<file path="src/rtl/mem_req_issue.sv">
// mem_req_issue: in-order load/store issue queue between EX and a data memory with addr_ok/data_ok strobes
// Ports: clk/reset (sync, active-high); req_* EX request handshake; flush_i cancels in-flight work;
//        mem_* request channel and addr_ok/data_ok/rdata completion; resp_* MEM response; busy_o activity flag.
module mem_req_issue #(
   parameter int DEPTH = 4,
   parameter int AW    = 32
) (
   input  logic          clk,
   input  logic          reset,
   input  logic          req_valid_i,
   output logic          req_ready_o,
   input  logic          req_wr_i,
   input  logic [1:0]    req_size_i,
   input  logic          req_sext_i,
   input  logic [AW-1:0] req_addr_i,
   input  logic [31:0]   req_wdata_i,
   input  logic          flush_i,
   output logic          mem_req_o,
   output logic          mem_wr_o,
   output logic [1:0]    mem_size_o,
   output logic [AW-1:0] mem_addr_o,
   output logic [3:0]    mem_wstrb_o,
   output logic [31:0]   mem_wdata_o,
   input  logic          mem_addr_ok_i,
   input  logic          mem_data_ok_i,
   input  logic [31:0]   mem_rdata_i,
   output logic          resp_valid_o,
   input  logic          resp_ready_i,
   output logic [31:0]   resp_data_o,
   output logic          resp_ale_o,
   output logic          busy_o
);
   localparam int PW = $clog2(DEPTH);
   localparam int CW = PW + 1;
   // drops accumulate across repeated flushes while memory is slow, so give headroom
   localparam int DW = CW + 4;
   typedef struct packed {
      logic       wr;
      logic [1:0] size;
      logic       sext;
      logic [1:0] off;
   } meta_t;
   meta_t         meta_q [DEPTH];
   logic [31:0]   data_q [DEPTH];
   logic [PW-1:0] head_q, head_d, tail_q, tail_d, dptr_q, dptr_d;
   logic [CW-1:0] count_q, count_d, pend_q, pend_d;
   logic [DW-1:0] drop_q, drop_d;
   logic [DEPTH-1:0] done_q, done_d;
   logic          ale_pend_q, ale_pend_d;
   logic [1:0]    size_n;
   logic          ale, alloc, ale_ok, pop, pop_q, drop_hit, fill;
   meta_t         hm;
   logic [31:0]   sh;
   assign size_n      = (req_size_i == 2'd3) ? 2'd2 : req_size_i;
   assign ale         = (size_n == 2'd1 & req_addr_i[0]) | (size_n == 2'd2 & |req_addr_i[1:0]);
   assign mem_req_o   = req_valid_i & ~ale & ~flush_i & ~reset & (count_q < CW'(DEPTH));
   assign mem_wr_o    = req_wr_i;
   assign mem_size_o  = size_n;
   assign mem_addr_o  = req_addr_i;
   assign mem_wstrb_o = ~req_wr_i ? 4'b0000 :
                        size_n == 2'd0 ? 4'b0001 << req_addr_i[1:0] :
                        size_n == 2'd1 ? (req_addr_i[1] ? 4'b1100 : 4'b0011) : 4'b1111;
   assign mem_wdata_o = size_n == 2'd0 ? {4{req_wdata_i[7:0]}} :
                        size_n == 2'd1 ? {2{req_wdata_i[15:0]}} : req_wdata_i;
   assign alloc       = mem_req_o & mem_addr_ok_i;
   // misaligned requests are only taken into an empty pipe so the exception stays in order
   assign ale_ok      = count_q == '0 & ~ale_pend_q & ~flush_i & ~reset;
   assign req_ready_o = ale ? ale_ok : alloc;
   assign resp_valid_o = ~reset & ~flush_i & (ale_pend_q | (count_q != '0 & done_q[head_q]));
   assign resp_ale_o  = ale_pend_q;
   assign pop         = resp_valid_o & resp_ready_i;
   assign pop_q       = pop & ~ale_pend_q;
   // memory completes in order: stale (flushed) transactions always return first
   assign drop_hit    = mem_data_ok_i & drop_q != '0;
   assign fill        = mem_data_ok_i & drop_q == '0 & pend_q != '0;
   assign hm          = meta_q[head_q];
   assign sh          = data_q[head_q] >> {hm.off, 3'b000};
   assign resp_data_o = (ale_pend_q | hm.wr) ? 32'h0 :
                        hm.size == 2'd0 ? {{24{hm.sext & sh[7]}}, sh[7:0]} :
                        hm.size == 2'd1 ? {{16{hm.sext & sh[15]}}, sh[15:0]} : sh;
   assign busy_o      = count_q != '0 | ale_pend_q | drop_q != '0;
   always_comb begin
      head_d     = head_q + PW'(pop_q);
      tail_d     = tail_q + PW'(alloc);
      dptr_d     = dptr_q + PW'(fill);
      count_d    = count_q + CW'(alloc) - CW'(pop_q);
      pend_d     = pend_q + CW'(alloc) - CW'(fill);
      drop_d     = drop_q - DW'(drop_hit);
      ale_pend_d = ale_pend_q ? ~pop : req_valid_i & ale & ale_ok;
      done_d     = done_q;
      if (fill) done_d[dptr_q] = 1'b1;
      if (pop_q) done_d[head_q] = 1'b0;
      if (alloc) done_d[tail_q] = 1'b0;
      if (flush_i) begin
         head_d     = '0;
         tail_d     = '0;
         dptr_d     = '0;
         count_d    = '0;
         pend_d     = '0;
         done_d     = '0;
         ale_pend_d = 1'b0;
         drop_d     = drop_q + DW'(pend_q) - DW'(drop_hit | fill);
      end
   end
   always_ff @(posedge clk) begin
      if (reset) begin
         head_q     <= '0;
         tail_q     <= '0;
         dptr_q     <= '0;
         count_q    <= '0;
         pend_q     <= '0;
         drop_q     <= '0;
         done_q     <= '0;
         ale_pend_q <= 1'b0;
      end else begin
         head_q     <= head_d;
         tail_q     <= tail_d;
         dptr_q     <= dptr_d;
         count_q    <= count_d;
         pend_q     <= pend_d;
         drop_q     <= drop_d;
         done_q     <= done_d;
         ale_pend_q <= ale_pend_d;
      end
   end
   always_ff @(posedge clk) begin
      if (alloc) meta_q[tail_q] <= '{wr: req_wr_i, size: size_n, sext: req_sext_i, off: req_addr_i[1:0]};
      if (fill) data_q[dptr_q] <= mem_rdata_i;
   end
endmodule

</file>
<file path="config.mk">
export PLATFORM = sky130hd
export DESIGN_NAME = mem_req_issue
export DESIGN_NICKNAME = d
export VERILOG_FILES = /design/src/rtl/mem_req_issue.sv
export SDC_FILE = /design/constraint.sdc
export NUM_CORES = 1
export LEC_CHECK = 0
export CAP_MARGIN = 20
export CORE_MARGIN = 8
export CORE_UTILIZATION = 50
export CTS_CLUSTER_DIAMETER = 50
export DETAILED_ROUTE_END_ITERATION = 10
export GPL_TIMING_DRIVEN = 0
export MAX_ROUTING_LAYER = met4
export PLACE_DENSITY = 0.81
export SLEW_MARGIN = 20
export SYNTH_ARGS = -nofsm -noshare
export SYNTH_HDL_FRONTEND = slang
export SYNTH_SLANG_ARGS = --single-unit
</file>
<file path="constraint.sdc">
create_clock -name clk -period 5.05 [get_ports clk]
set_input_delay 0.7575 -clock clk [delete_from_list [all_inputs] [get_ports clk]]
set_output_delay 0.7575 -clock clk [all_outputs]
set_load 0.1 [all_outputs]
</file>
# After elaboration in Yosys (flattened, before gate mapping)
# Memory sizes are Yosys's and may differ from the RTL's. A register that Yosys moved wholly into a read port is not among the register bits.
# Index checks and enable logic that the tools add are counted.
# W data, S select, Z words.
word_totals:
  mem_count: 2
  inputBits: 107
  mem_bits_rw: 152
  regBits: 24
  output_inout_bits: 108
mem_list:
  columns: ["memory", "depth", "word_bits", "read_ports", "rd_clocked_by_memory_dff", "wr", "line", "rtl"]
  rows:
  - ["data_q", 4, 32, 1, 1, 1, "44", "logic [31:0] data_q [DEPTH];"]
  - ["meta_q", 4, 6, 1, 1, 1, "43", "meta_t meta_q [DEPTH];"]
classes:
  n_reduce_logical: 12
  n_shift: 2
  add_sub_neg: 10
  n_eq_ne: 4
  bitwise_logic: 38
  muxes: 30
  magnitude_cmp: 7
ops:
  columns: ["cell", "count"]
  rows:
  - ["$mux W32", 5]
  - ["$shr A32 B5 Y32", 1]
  - ["$mux W4", 7]
  - ["$and A1 B1 Y1", 22]
  - ["$sub A7 B1 Y7", 2]
  - ["$mux W1", 10]
  - ["$lt A2 B3 Y1 const B", 3]
  - ["$and A4 B4 Y4", 2]
  - ["$not A4 Y4", 2]
  - ["$add A7 B3 Y7", 1]
  - ["$logic_not A7 Y1", 1]
  - ["$mux W7", 1]
  - ["$reduce_bool A7 Y1", 1]
  - ["$add A2 B1 Y2", 3]
  - ["$add A3 B1 Y3", 2]
  - ["$demux W1 S2", 3]
  - ["$ge A2 B1 Y1 const B", 3]
  - ["$mux W2", 3]
  - ["$or A1 B1 Y1", 6]
  - ["$reduce_bool A3 Y1", 2]
  - ["$sub A3 B1 Y3", 2]
  - ["$not A1 Y1", 5]
  - ["$eq A2 B1 Y1 const B", 2]
  - ["$eq A2 B2 Y1 const B", 2]
  - ["8 further kinds", 12]

# Logic depth before layout (Yosys ltp)
depth:
  word_depth: 13
  ltp_mapped: 17

# Worst setup path after synthesis
# No wires, ideal clock.
synth_path:
  path_kind: "register to output"
  startpoint: "register, netlist name head_q[0]"
  endpoint: "output port resp_data_o[10]"
  path_stages_with_launch: 8
  arrival_time_ns: 4.492
  setup_slack_ns: -0.199
  cell_sequence: "dfxtp_1 > buf_6 > mux4_2 > mux2_2 > mux2_2 > nor2b_1 > a21oi_2 > nor2_1"
synth_rtl:
  columns: ["item", "line", "rtl"]
  rows:
  - ["end: declaration", "29", "output logic [31:0] resp_data_o,"]

==> results.toml <==
[hold_path]
hold_class = "reg2reg"

[setup_path]
path_cells = "buf_6 -> mux4_2 -> or2_1 -> or3b_1 -> clkbuf_1 -> nor2_1 -> nand2_1 -> nand2_1 -> clkdlybuf4s50_1"
critPathMaxFanout = 9
path_common_cell = "nand2_1"
max_stage_delay_ps = 1130
critPathArrivalTime_ps = 4050
cp.required_ps = 4290
path_delay_family = "buffers and inverters"
regToRegSetupSlack_ps = 620
endpoint_kind = "output port"
path_class = "reg2out"
crit_buf_inv = 3
crit_slowest_cell = "clkdlybuf4s50_1"
start_kind = "flip-flop"

[finish]
fin_area_sq_mm = 0.0113
n_fill_cell = 1115
area_growth_pct = 33.6
drive_above_1_share = 0.204
multi_input_area_sq_mm = 0.00289
finish.utilization = 0.681
seqCellArea_sq_mm = 0.00504
num-nets-final = 935

[power]
p_clk_frac = 0.326
p_seq_frac = 0.422
p_leak_nw = 4.06
vdd_ir_drop_max_mv = 0.250
intPower_mw = 2.67
swShare = 0.307
switchingPower_mw = 1.18
power_density_mw_per_mm2 = 341
p_comb_frac = 0.252

[floorplan]
coreArea_sq_mm = 0.0166
fp.dieArea_sq_mm = 0.0213
io_pins = 215
die_w_microns = 146
die_h_microns = 146
initial_utilization = 0.510
rows = 47

[outcome]
outcome = "finished, final reports clean"

[clock_tree]
ctsLongestPathBuffers = 2
clockRootBuffer = "clkbuf_16"
cts_tree = "yes"
cts_buffers = 17
clkSlewWorstSetupHoldPaths_ps = 60
clock-sinks = 176
htreeDepth = 4
clkLatencyLatePin_ps = 420
cts_setup_buffers = 0

[synthesis]
synth_area_leader_cell = "edfxtp_1"
synth_top_area_frac = 0.540
synthSimpleGateAreaFrac = 0.0704
synth_area_leaders = "edfxtp_1 54%, mux4_2 10%, dfxtp_1 5.7%"
synth.ff_latch_count = 176
syn_avg_cell_area_sq_um = 14.3
synth_cell_types = 48
synth_nets = 721
synth_edf_count = 152
netlist_area_sq_mm = 0.00845
synth-main-ff-cell = "edfxtp_1"
synth-xor-area-share = 0.0155
synth_compound_area_frac = 0.0559
synthAdderAreaFrac = 0.0382
async_reset_ff_frac = 0
ys_warn_count = 0
synth_top_family_by_area = "multiplexers"
muxShareOfSynthArea = 0.159
synth_cells = 590
ys_seq_area_frac = 0.597

[drt]
dr.pass1.iters = 5
drtIter0Drc = 358
vias_per_cell = 5.50
postRouteAntennaNets = 0
vias = 5712
routedWlPerCell_microns = 20.4
wl_mm = 21.1
drc = 0

[place]
place_ws_ps = 642
dp_hpwl_mm = 16.5
gp_congestion = 0.882
port_buffers = 182
placed_area_sq_mm = 0.0107

[timing]
setup_tns_ps = 0
worst_slew_pin_slew_ps = 1060
fin_ws_ps = 247
finalHoldViolations = 0
fin_skew_ps = 7.95
period_minus_slack_ps = 4800
setup_viol = 0
max_freq_ghz = 0.208
fin_crit_sh = 0.951
maxSlewHeadroom = 0.289
rsz0062_at_grt = "false"
holdWs_ps = 536
maxSlewViolCount = 0

[job]
max_cap_violations = 0

[global_routing]
grt.overflow.total = 0
grt_max_degree = 21
antenna_found_initial = 0
grt_pass1_wl_mm = 33.0
grtUsageTotal = 0.206
grt_pass1_vias = 6167
cell families after synthesis:
| logic type | count (synthesis) |
|---|---|
| AND/OR/NAND/NOR | 125 |
| XOR/XNOR | 15 |
| adder cells (fa/ha/maj) | 24 |
| buffers and inverters | 97 |
| flip-flops | 176 |
| multiplexers | 82 |
| AO/OA/AOI/OAI | 71 |
timing repair:
item | in CTS | in global routing
endpoints found under the setup margin | 0 | 3
hold buffers | 0 | 0
gates resized for setup | 0 | 3
worst register-to-register path: cells and delay by family, from the launching register on:
| kind | cells | cell delay (ps) |
|---|---|---|
| AND/OR/NAND/NOR | 4 | 1270 |
| AO/OA/AOI/OAI | 4 | 990 |
| adder cells (fa/ha/maj) | 4 | 920 |
| buffers and inverters | 4 | 460 |
| multiplexers | 1 | 380 |
| flip-flops | 1 | 340 |
placed cells by master (no fill, tap or decap), types with 4 or more instances in the layout:
cell | synthesis | final
mux4_2 | 39 | 39
nor2b_1 | 12 | 11
ha_1 | 21 | 21
clkbuf_1 | 15 | 16
inv_1 | 27 | 27
nand2_1 | 35 | 35
nor3_1 | 10 | 9
buf_1 | 4 | 4
o21ai_0 | 21 | 21
a211oi_1 | 19 | 19
edfxtp_1 | 152 | 152
and2_1 | 6 | 6
nand3_1 | 5 | 5
a21oi_1 | 9 | 9
mux2_2 | 27 | 27
clkinvlp_4 | 0 | 6
buf_6 | 2 | 7
buf_4 | 42 | 49
mux2i_1 | 16 | 16
buf_2 | 6 | 6
dfxtp_1 | 24 | 24
clkbuf_16 | 0 | 17
a221oi_1 | 7 | 7
xnor2_1 | 13 | 13
clkdlybuf4s50_1 | 0 | 179
nor2_1 | 40 | 39
routing by layer:
| metal | part of all wire | vias up | global-route usage |
|---|---|---|---|
| li1 | - | 2616 | - |
| met1 | 0.40 | 2741 | 0.235 |
| met2 | 0.48 | 321 | 0.339 |
| met3 | 0.094 | 34 | 0.0667 |
| met4 | 0.017 | 0 | 0.0654 |
| met5 | 0 | - | - |
metrics by stage:
step | power (mW) | instances
floorplan | 2.38 | 590
global placement | 2.61 | 992
detailed placement | 2.63 | 1005
CTS | 3.87 | 1037
global route | 4.00 | 1037
finish | 3.85 | 1038
synth_stat cells, types with 4 or more instances:
cell / number
xnor2_1: 13
edfxtp_1: 152
o21ai_0: 21
a21oi_1: 9
buf_2: 6
mux2i_1: 16
buf_1: 4
buf_4: 42
mux4_2: 39
nor2b_1: 12
and2_1: 6
ha_1: 21
dfxtp_1: 24
nor2_1: 40
mux2_2: 27
inv_1: 27
nand3_1: 5
nor3b_1: 5
a211oi_1: 19
nand2_1: 35
a221oi_1: 7
clkbuf_1: 15
nor3_1: 10
flip-flops by register name (all words and copies together), names as in the netlist:
signal / count
dptr_q: 2
meta_q: 24
tail_q: 2
done_q: 4
count_q: 3
pend_q: 3
head_q: 2
resp_ale_o: 1
drop_q: 7
data_q: 128
power groups by stage:
stage | clock network, mW | logic (mW) | registers, mW
2_1_floorplan | 0 | 0.726 | 1.65
3_3_place_gp | 0 | 0.955 | 1.66
3_5_place_dp | 0 | 0.970 | 1.66
4_1_cts | 1.27 | 0.976 | 1.63
5_1_grt | 1.33 | 1.04 | 1.63
6_report | 1.25 | 0.970 | 1.63
layout make-up:
class,instances,share of cell area
multi-input combinational,317,0.256
inverter,28,0.00930
antenna,1,0.000222
tap,220,0.0244
timing repair buffer,195,0.174
sequential,176,0.447
clock inverter,14,0.0127
buffer,69,0.0389
clock buffer,18,0.0380
final timing paths:
check | startpoint | to | cells after the start
worst min-delay path | done_q[0] | done_q[0] | 2
worst min register to register | done_q[0] | done_q[0] | 2
worst max register to register | drop_q[4] | drop_q[6] | 17
worst max-delay path | head_q[0] | resp_data_o[25] | 9
No activity file was read; power rests on OpenSTA's default activity.
